[src/rtl/uart_pkg.sv]
// Shared types and constants for the configurable UART receiver.
package uart_pkg;

  typedef enum logic [2:0] {
    StIdle,
    StStart,
    StData,
    StParity,
    StStop
  } uart_state_e;

  localparam int unsigned PAR_NONE = 0;
  localparam int unsigned PAR_EVEN = 1;
  localparam int unsigned PAR_ODD  = 2;

endpackage

[src/rtl/uart_sync.sv]
// Two-flop synchronizer for the asynchronous serial line; both flops reset to idle-high.
module uart_sync (
  input  logic clk,
  input  logic rst,
  input  logic d,
  output logic q
);

  logic meta_q;

  always_ff @(posedge clk or posedge rst) begin
    if (rst) begin
      meta_q <= 1'b1;
      q      <= 1'b1;
    end else begin
      meta_q <= d;
      q      <= meta_q;
    end
  end

endmodule

[src/rtl/uart_rx_cfg.sv]
// Configurable UART receiver with ready/valid output and frame/parity/overrun flags.
// Define UART_RX_PARITY_EN to compile in the parity bit and its check.
module uart_rx_cfg
  import uart_pkg::*;
#(
  parameter int unsigned CLK_HZ    = 50000000,
  parameter int unsigned BAUD      = 115200,
  parameter int unsigned DATA_BITS = 8,
  parameter int unsigned STOP_BITS = 1,
  parameter int unsigned PARITY    = 0
) (
  input  logic                 clk,
  input  logic                 rst,
  input  logic                 rx,
  output logic [DATA_BITS-1:0] data_out,
  output logic                 valid,
  input  logic                 ready,
  output logic                 frame_err,
  output logic                 parity_err,
  output logic                 overrun,
  output logic                 busy
);

  localparam int unsigned DIVISOR = CLK_HZ / BAUD;
  localparam int unsigned CntW    = $clog2(DIVISOR);

  localparam logic [CntW-1:0] CntFull = CntW'(DIVISOR - 1);
  localparam logic [CntW-1:0] CntHalf = CntW'((DIVISOR - 1) / 2);
  localparam logic [3:0]      DataLast = 4'(DATA_BITS - 1);
  localparam logic [3:0]      StopLast = 4'(STOP_BITS - 1);
  localparam bit              OddPar   = (PARITY == PAR_ODD);

`ifdef UART_RX_PARITY_EN
  localparam bit ParEn = (PARITY != PAR_NONE);
`else
  localparam bit ParEn = 1'b0;
`endif

  logic rx_s;

  uart_sync u_sync (
    .clk (clk),
    .rst (rst),
    .d   (rx),
    .q   (rx_s)
  );

  uart_state_e          state_q;
  logic [CntW-1:0]      cnt_q;
  logic [3:0]           bit_q;
  logic                 armed_q;
  logic [DATA_BITS-1:0] shift_q;
  logic                 ferr_acc_q;
  logic                 perr_acc_q;
  logic                 deliver_q;
  logic [DATA_BITS-1:0] data_q;
  logic                 valid_q;
  logic                 ferr_q;
  logic                 perr_q;
  logic                 overrun_q;

  always_ff @(posedge clk or posedge rst) begin
    if (rst) begin
      state_q    <= StIdle;
      cnt_q      <= '0;
      bit_q      <= '0;
      armed_q    <= 1'b0;
      shift_q    <= '0;
      ferr_acc_q <= 1'b0;
      perr_acc_q <= 1'b0;
      deliver_q  <= 1'b0;
      data_q     <= '0;
      valid_q    <= 1'b0;
      ferr_q     <= 1'b0;
      perr_q     <= 1'b0;
      overrun_q  <= 1'b0;
    end else begin
      deliver_q <= 1'b0;
      overrun_q <= 1'b0;

      if (valid_q && ready) valid_q <= 1'b0;

      // A delivery either replaces an accepted/empty slot or is dropped as overrun.
      if (deliver_q) begin
        if (!valid_q || ready) begin
          data_q  <= shift_q;
          ferr_q  <= ferr_acc_q;
          perr_q  <= perr_acc_q;
          valid_q <= 1'b1;
        end else begin
          overrun_q <= 1'b1;
        end
      end

      unique case (state_q)
        StIdle: begin
          if (rx_s) begin
            armed_q <= 1'b1;
          end else if (armed_q) begin
            state_q    <= StStart;
            cnt_q      <= '0;
            bit_q      <= '0;
            ferr_acc_q <= 1'b0;
            perr_acc_q <= 1'b0;
          end
        end
        StStart: begin
          if (cnt_q == CntHalf) begin
            cnt_q   <= '0;
            state_q <= rx_s ? StIdle : StData;
          end else begin
            cnt_q <= cnt_q + CntW'(1);
          end
        end
        StData: begin
          if (cnt_q == CntFull) begin
            cnt_q   <= '0;
            shift_q <= {rx_s, shift_q[DATA_BITS-1:1]};
            if (bit_q == DataLast) begin
              bit_q   <= '0;
              state_q <= ParEn ? StParity : StStop;
            end else begin
              bit_q <= bit_q + 4'd1;
            end
          end else begin
            cnt_q <= cnt_q + CntW'(1);
          end
        end
        StParity: begin
          if (cnt_q == CntFull) begin
            cnt_q      <= '0;
            perr_acc_q <= rx_s ^ (^shift_q) ^ OddPar;
            state_q    <= StStop;
          end else begin
            cnt_q <= cnt_q + CntW'(1);
          end
        end
        StStop: begin
          if (cnt_q == CntFull) begin
            cnt_q <= '0;
            // A low stop bit means the line may still be low; wait for idle before re-arming.
            if (!rx_s) begin
              ferr_acc_q <= 1'b1;
              armed_q    <= 1'b0;
            end
            if (bit_q == StopLast) begin
              bit_q     <= '0;
              state_q   <= StIdle;
              deliver_q <= 1'b1;
            end else begin
              bit_q <= bit_q + 4'd1;
            end
          end else begin
            cnt_q <= cnt_q + CntW'(1);
          end
        end
        default: state_q <= StIdle;
      endcase
    end
  end

  assign data_out   = data_q;
  assign valid      = valid_q;
  assign frame_err  = ferr_q;
  assign parity_err = ParEn & perr_q;
  assign overrun    = overrun_q;
  assign busy       = (state_q != StIdle);

endmodule

[config.mk]
export PLATFORM = sky130hd
export DESIGN_NAME = uart_rx_cfg
export DESIGN_NICKNAME = d
export VERILOG_FILES = /design/src/rtl/uart_pkg.sv /design/src/rtl/uart_sync.sv /design/src/rtl/uart_rx_cfg.sv
export SDC_FILE = /design/constraint.sdc
export NUM_CORES = 1
export LEC_CHECK = 0
export CORE_ASPECT_RATIO = 1.25
export CORE_UTILIZATION = 66
export CTS_CLUSTER_SIZE = 16
export DETAILED_ROUTE_END_ITERATION = 10
export DONT_BUFFER_PORTS = 1
export GPL_TIMING_DRIVEN = 0
export PLACE_DENSITY = 0.82
export SLEW_MARGIN = 0
export SYNTH_ARGS = -nofsm -noshare
export SYNTH_HDL_FRONTEND = slang
export SYNTH_SLANG_ARGS = --single-unit
export TNS_END_PERCENT = 1
[constraint.sdc]
create_clock -name clk -period 4.5 [get_ports clk]
set_input_delay 0.9 -clock clk [delete_from_list [all_inputs] [get_ports clk]]
set_output_delay 0.9 -clock clk [all_outputs]
set_load 0.005 [all_outputs]
== After elaboration in Yosys (flattened, before gate mapping) ==
Index checks and enable logic that the tools add are counted.
Word-level totals
  register bits after elaboration: 40
  input bits: 4
  output and inout bits: 13
  word-level logic and storage cells: 88
Cells by class
  add/subtract/negate cells: 2
  equal/unequal tests: 17
  muxes and demuxes: 39
  reductions and logical operators: 17
Operators by type and width (count)
  $mux 9: 4
  $pmux 9 s3: 1
  $mux 3: 8
  $mux 4: 6
  $ne 2x2->1 const B: 9
  $mux 1: 15
  $pmux 3 s5: 1
  $pmux 4 s3: 1
  $reduce_and 5->1: 2
  $add 9x1->9 const B: 1
  $eq 9x8->1 const B: 1
  $eq 9x9->1 const B: 1
  $reduce_bool 3->1: 3
  $reduce_and 8->1: 1
  $eq 3x2->1 const B: 2
  $add 4x1->4 const B: 1
  $eq 4x3->1 const B: 1
  $logic_not 4->1: 1
  $pmux 1 s2: 2
  $reduce_and 2->1: 2
  $reduce_and 4->1: 1
  $eq 3x1->1 const B: 1
  $eq 3x3->1 const B: 1
  $logic_not 3->1: 1
  8 further kinds: 8

== Logic depth before layout (Yosys ltp) ==
  depth in word-level cells: 4
  mapped depth: 8
  mapped depth without buffers: 7

== Hierarchy ==
A second synthesis with hierarchy kept.
Unflattened totals
  cell total of the unflattened synthesis: 174
  area, all modules: 1934.4 um2
By module, submodules not included
  uart_rx_cfg: instances 1, cells each 171, area each 1878.1 um2, seq. area each 950.9 um2
  uart_sync: instances 1, cells each 3, area each 56.3 um2, seq. area each 52.6 um2

== Worst setup path after synthesis ==
OpenSTA, ideal clock, no wires.
  path type: reg2reg
  start: reg cnt_q[2]
  end: reg state_q[2]
  arrival: 1.837 ns
  path slack: 2.536 ns
  stages on the path, launching flop included: 6
  path buffers: 0
  path through: dfrtp_1 > or4b_4 > nor3_4 > o22ai_2 > nor2_1 > mux2_1
Between the ends
  longest elaborated chain between the ends: 3
  elaborated cells on any way between the ends: 7
RTL lines
  from (decl): line uart_rx_cfg.sv:49  | logic [CntW-1:0] cnt_q;
  from (signal assigned): line uart_rx_cfg.sv:112  | cnt_q <= cnt_q + CntW'(1);
  from (signal assigned): line uart_rx_cfg.sv:126  | cnt_q <= cnt_q + CntW'(1);
  from (signal assigned): line uart_rx_cfg.sv:135  | cnt_q <= cnt_q + CntW'(1);
  $eq 9x9->1 / $eq 9x8->1 (equally long branches)
  $ne 2x2->1 (no source line)
  $reduce_and 8->1 (no source line) (*)
  to (signal assigned): line uart_rx_cfg.sv:121  | state_q <= ParEn ? StParity : StStop;
  to (signal assigned): line uart_rx_cfg.sv:133  | state_q <= StStop;
  to (signal assigned): line uart_rx_cfg.sv:148  | state_q <= StIdle;
  to (decl): line uart_rx_cfg.sv:48  | uart_state_e state_q;
Every way passes the cells marked *; elsewhere a longest branch is shown, timed or not.
A chain may end at the register's enable or synchronous reset.

== Worst setup path after layout ==
  start: reg state_q[2]
  end: out busy
Between the ends
  longest elaborated chain between the ends: 1
RTL lines
  from (signal assigned): line uart_rx_cfg.sv:64  | state_q <= StIdle;
  from (signal assigned): line uart_rx_cfg.sv:100  | state_q <= StStart;
  from (signal assigned): line uart_rx_cfg.sv:110  | state_q <= rx_s ? StIdle : StData;
  $reduce_bool 3->1: line uart_rx_cfg.sv:167  | assign busy = (state_q != StIdle);
  to (decl): line uart_rx_cfg.sv:21  | output logic busy
No other way between the ends.

==> results_dict.tcl <==
set metrics [dict create \
    outcome "complete, no violations" \
    post_cts_resize_count 0 \
    clockBufferDepth 2 \
    cp_top_family "simple AND/OR/NAND/NOR gates" \
    wl_per_cell_um 15.8 \
    route.detailed.drc 0 \
    worst-path-max-fanout 10 \
    fin_skew_ns 0.00796 \
    yosys_warnings 0 \
    rsz0062_at_grt "no" \
    min_to "u_sync.q" \
    clkSinkCount 40 \
    core_um2 2710 \
    yosysUniqueCellTypes 40 \
    globalplace.congestion 0.866 \
    overflow 0 \
    port_buffers 0 \
    critPathBufInv 1 \
    syn_avg_cell_area_um2 11.2 \
    grt_max_degree 27 \
    fmax_mhz 443 \
    postCtsHoldBufs 0 \
    switching_power_uw 356 \
    fin_crit_ns 2.26 \
    tritoncts "yes" \
    place_inst 205 \
    worst-setup-path-type "reg2out" \
    initial_utilization 0.705 \
    r2r_start "cnt_q[2]" \
    syn_inst 170 \
    r2r_slack_ns 2.31 \
    synth.most_common_cell "dfrtp_1" \
    hp-class "reg2reg" \
    crit_required_ns 3.60 \
    placed_area_um2 1980 \
    sw_frac_of_total 0.360 \
    vias 1265 \
    grt_pass1_wl_um 5540 \
    synth_seq_cells 40 \
    hold_path.startpoint "u_sync.meta_q" \
    die_w_um 50.1 \
    drv_cap 0 \
    worstRegToRegCells 5 \
    nets 187 \
    dieArea_um2 3110 \
    finalSetupViolCount 0 \
    cts_setup_buffers 0 \
    cp_slowest_cell "or3_1" \
    instances_no_fill 213 \
    grt_pass1_vias 1180 \
    routed_wirelength_um 3360 \
    slew_violations 0 \
    syn_nets 179 \
    critPathCaptureType "output port" \
    pwr-share-comb 0.330 \
    antenna_found_initial 0 \
    p_per_area_nw_per_um2 482 \
    hold_path_depth 0 \
    path_cells "buf_2 -> or3_1" \
    hpwlAfterDp_um 2430 \
    synth_flop_cell "dfrtp_1" \
    antenna_left 0 \
    ys_seq_area_frac 0.526 \
    fin_area_um2 2050 \
    p_int_uw 632 \
    pwr-share-clk 0.233 \
    clk_pin_slew_worst_paths_ns 0.11 \
    final_hold_viol_count 0 \
    n_fill_cell 176 \
    synth.top_cells.by_area "dfrtp_1 (50%), mux2_2 (10%), ha_1 (3.3%)" \
    worstMarginPinSlew_ns 0.656 \
    cts_buffers 5 \
    antenna_cells 0 \
    crit_arrival_ns 1.36 \
    viasPerCell 5.94 \
    critPathLaunchType "register" \
    syn_area_um2 1910 \
    yosysTopAreaCell "dfrtp_1" \
    yosysTopAreaCellShare 0.499 \
    area_growth_pct 7.68 \
    die_h_um 62.1 \
    synth_edf_count 0 \
    finalSetupTns_ns 0 \
    slowest_delay_ns 0.47 \
    first_pass_iters 4 \
    finalCritPeriodShare 0.501 \
    grt_use_total 0.249 \
    synth.top_cells.by_count "dfrtp_1 (38), mux2_2 (17), nand2_1 (15)" \
    drive_gt1_frac 0.223 \
    p_leak_nw 1.03 \
    synthArstFlopShare 1.00 \
    clk_latency_ns 0.35 \
    power_frac_seq 0.436 \
    rows 21 \
    first_iter_violations 62 \
    root_buffer "clkbuf_4" \
    rr_endpoint "state_q[2]" \
    pin_count 17 \
    relSlewSlack 0.558 \
    ir_worst_vdd_mv 0.447 \
    htree_levels 2 \
]
-- worst max-delay path by stage --
stage,from,end,slack (ns),depth (start not counted)
after detailed placement,cnt_q[2],state_q[2],2.32,5
after floorplan,cnt_q[2],state_q[2],2.54,5
final,state_q[2],busy,2.24,2
after CTS,state_q[2],busy,2.23,2
after global routing,state_q[2],busy,2.18,2
after global placement,rst,cnt_q[5],2.37,1
-- worst reg2reg max path, stage by stage (launching register included) --
cell     delay (ns)
dfrtp_1        0.47
or4b_4         0.59
nor3_4         0.32
o22ai_2        0.22
nor2_1         0.16
mux2_1         0.33
-- cell families after synthesis --
group,share of synthesized area
mux,0.106
flops,0.526
simple gates,0.152
compound gates,0.129
fa+ha+maj,0.0328
other cells,0.00197
xor+xnor,0.0138
buf+inv,0.0387
-- metal layers --
| metal | track usage | up-vias | wire length, µm |
|---|---|---|---|
| li1 | - | 621 | - |
| met1 | 0.299 | 601 | 1480 |
| met2 | 0.419 | 35 | 1660 |
| met3 | 0.0608 | 8 | 153 |
| met4 | 0.131 | 0 | 68 |
| met5 | 0 | - | 0 |
-- state kept, by name (all words and copies together) (netlist names) --
signal	flops
deliver_q	1
valid	1
u_sync.meta_q	1
armed_q	1
overrun	1
shift_q	8
state_q	3
bit_q	4
ferr_acc_q	1
data_out	8
u_sync.q	1
frame_err	1
cnt_q	9
-- placed cells by master (no fill, tap or decap), types with 3 or more instances in the layout --
master / n
ha_1: 5
inv_1: 9
a21o_1: 3
mux2_2: 17
nand3_1: 6
nand2_1: 15
clkbuf_4: 5
a21oi_1: 10
dfrtp_1: 38
nor2_1: 12
o21ai_0: 10
nand2b_1: 4
a31oi_1: 4
-- power groups by stage --
stage               logic [mW]  registers, mW  clock network, mW
floorplan                0.256          0.427                  0
global placement         0.302          0.433                  0
detailed placement       0.322          0.436                  0
CTS                      0.324          0.431              0.235
global route             0.364          0.437              0.249
finish                   0.327          0.431              0.231
-- stage by stage --
stage          utilization  power, mW  hold slack [ns]  setup slack [ns]
2_1_floorplan            -      0.682            0.345              2.54
3_3_place_gp         0.720      0.735            0.348              2.37
3_5_place_dp         0.730      0.758            0.349              2.32
4_1_cts              0.759      0.990            0.367              2.23
5_1_grt              0.759       1.05            0.362              2.18
6_report             0.759      0.989            0.364              2.24
-- layout make-up --
type | instances | area [µm²] | area share
inverter | 9 | 33.8 | 0.0165
buffer | 5 | 40.0 | 0.0195
multi-input combinational | 116 | 830 | 0.404
timing repair buffer | 1 | 27.5 | 0.0134
tap | 34 | 42.5 | 0.0207
clock inverter | 2 | 35.0 | 0.0171
sequential | 40 | 1000 | 0.489
clock buffer | 6 | 41.3 | 0.0201
Power figures use the tool's default switching activity.
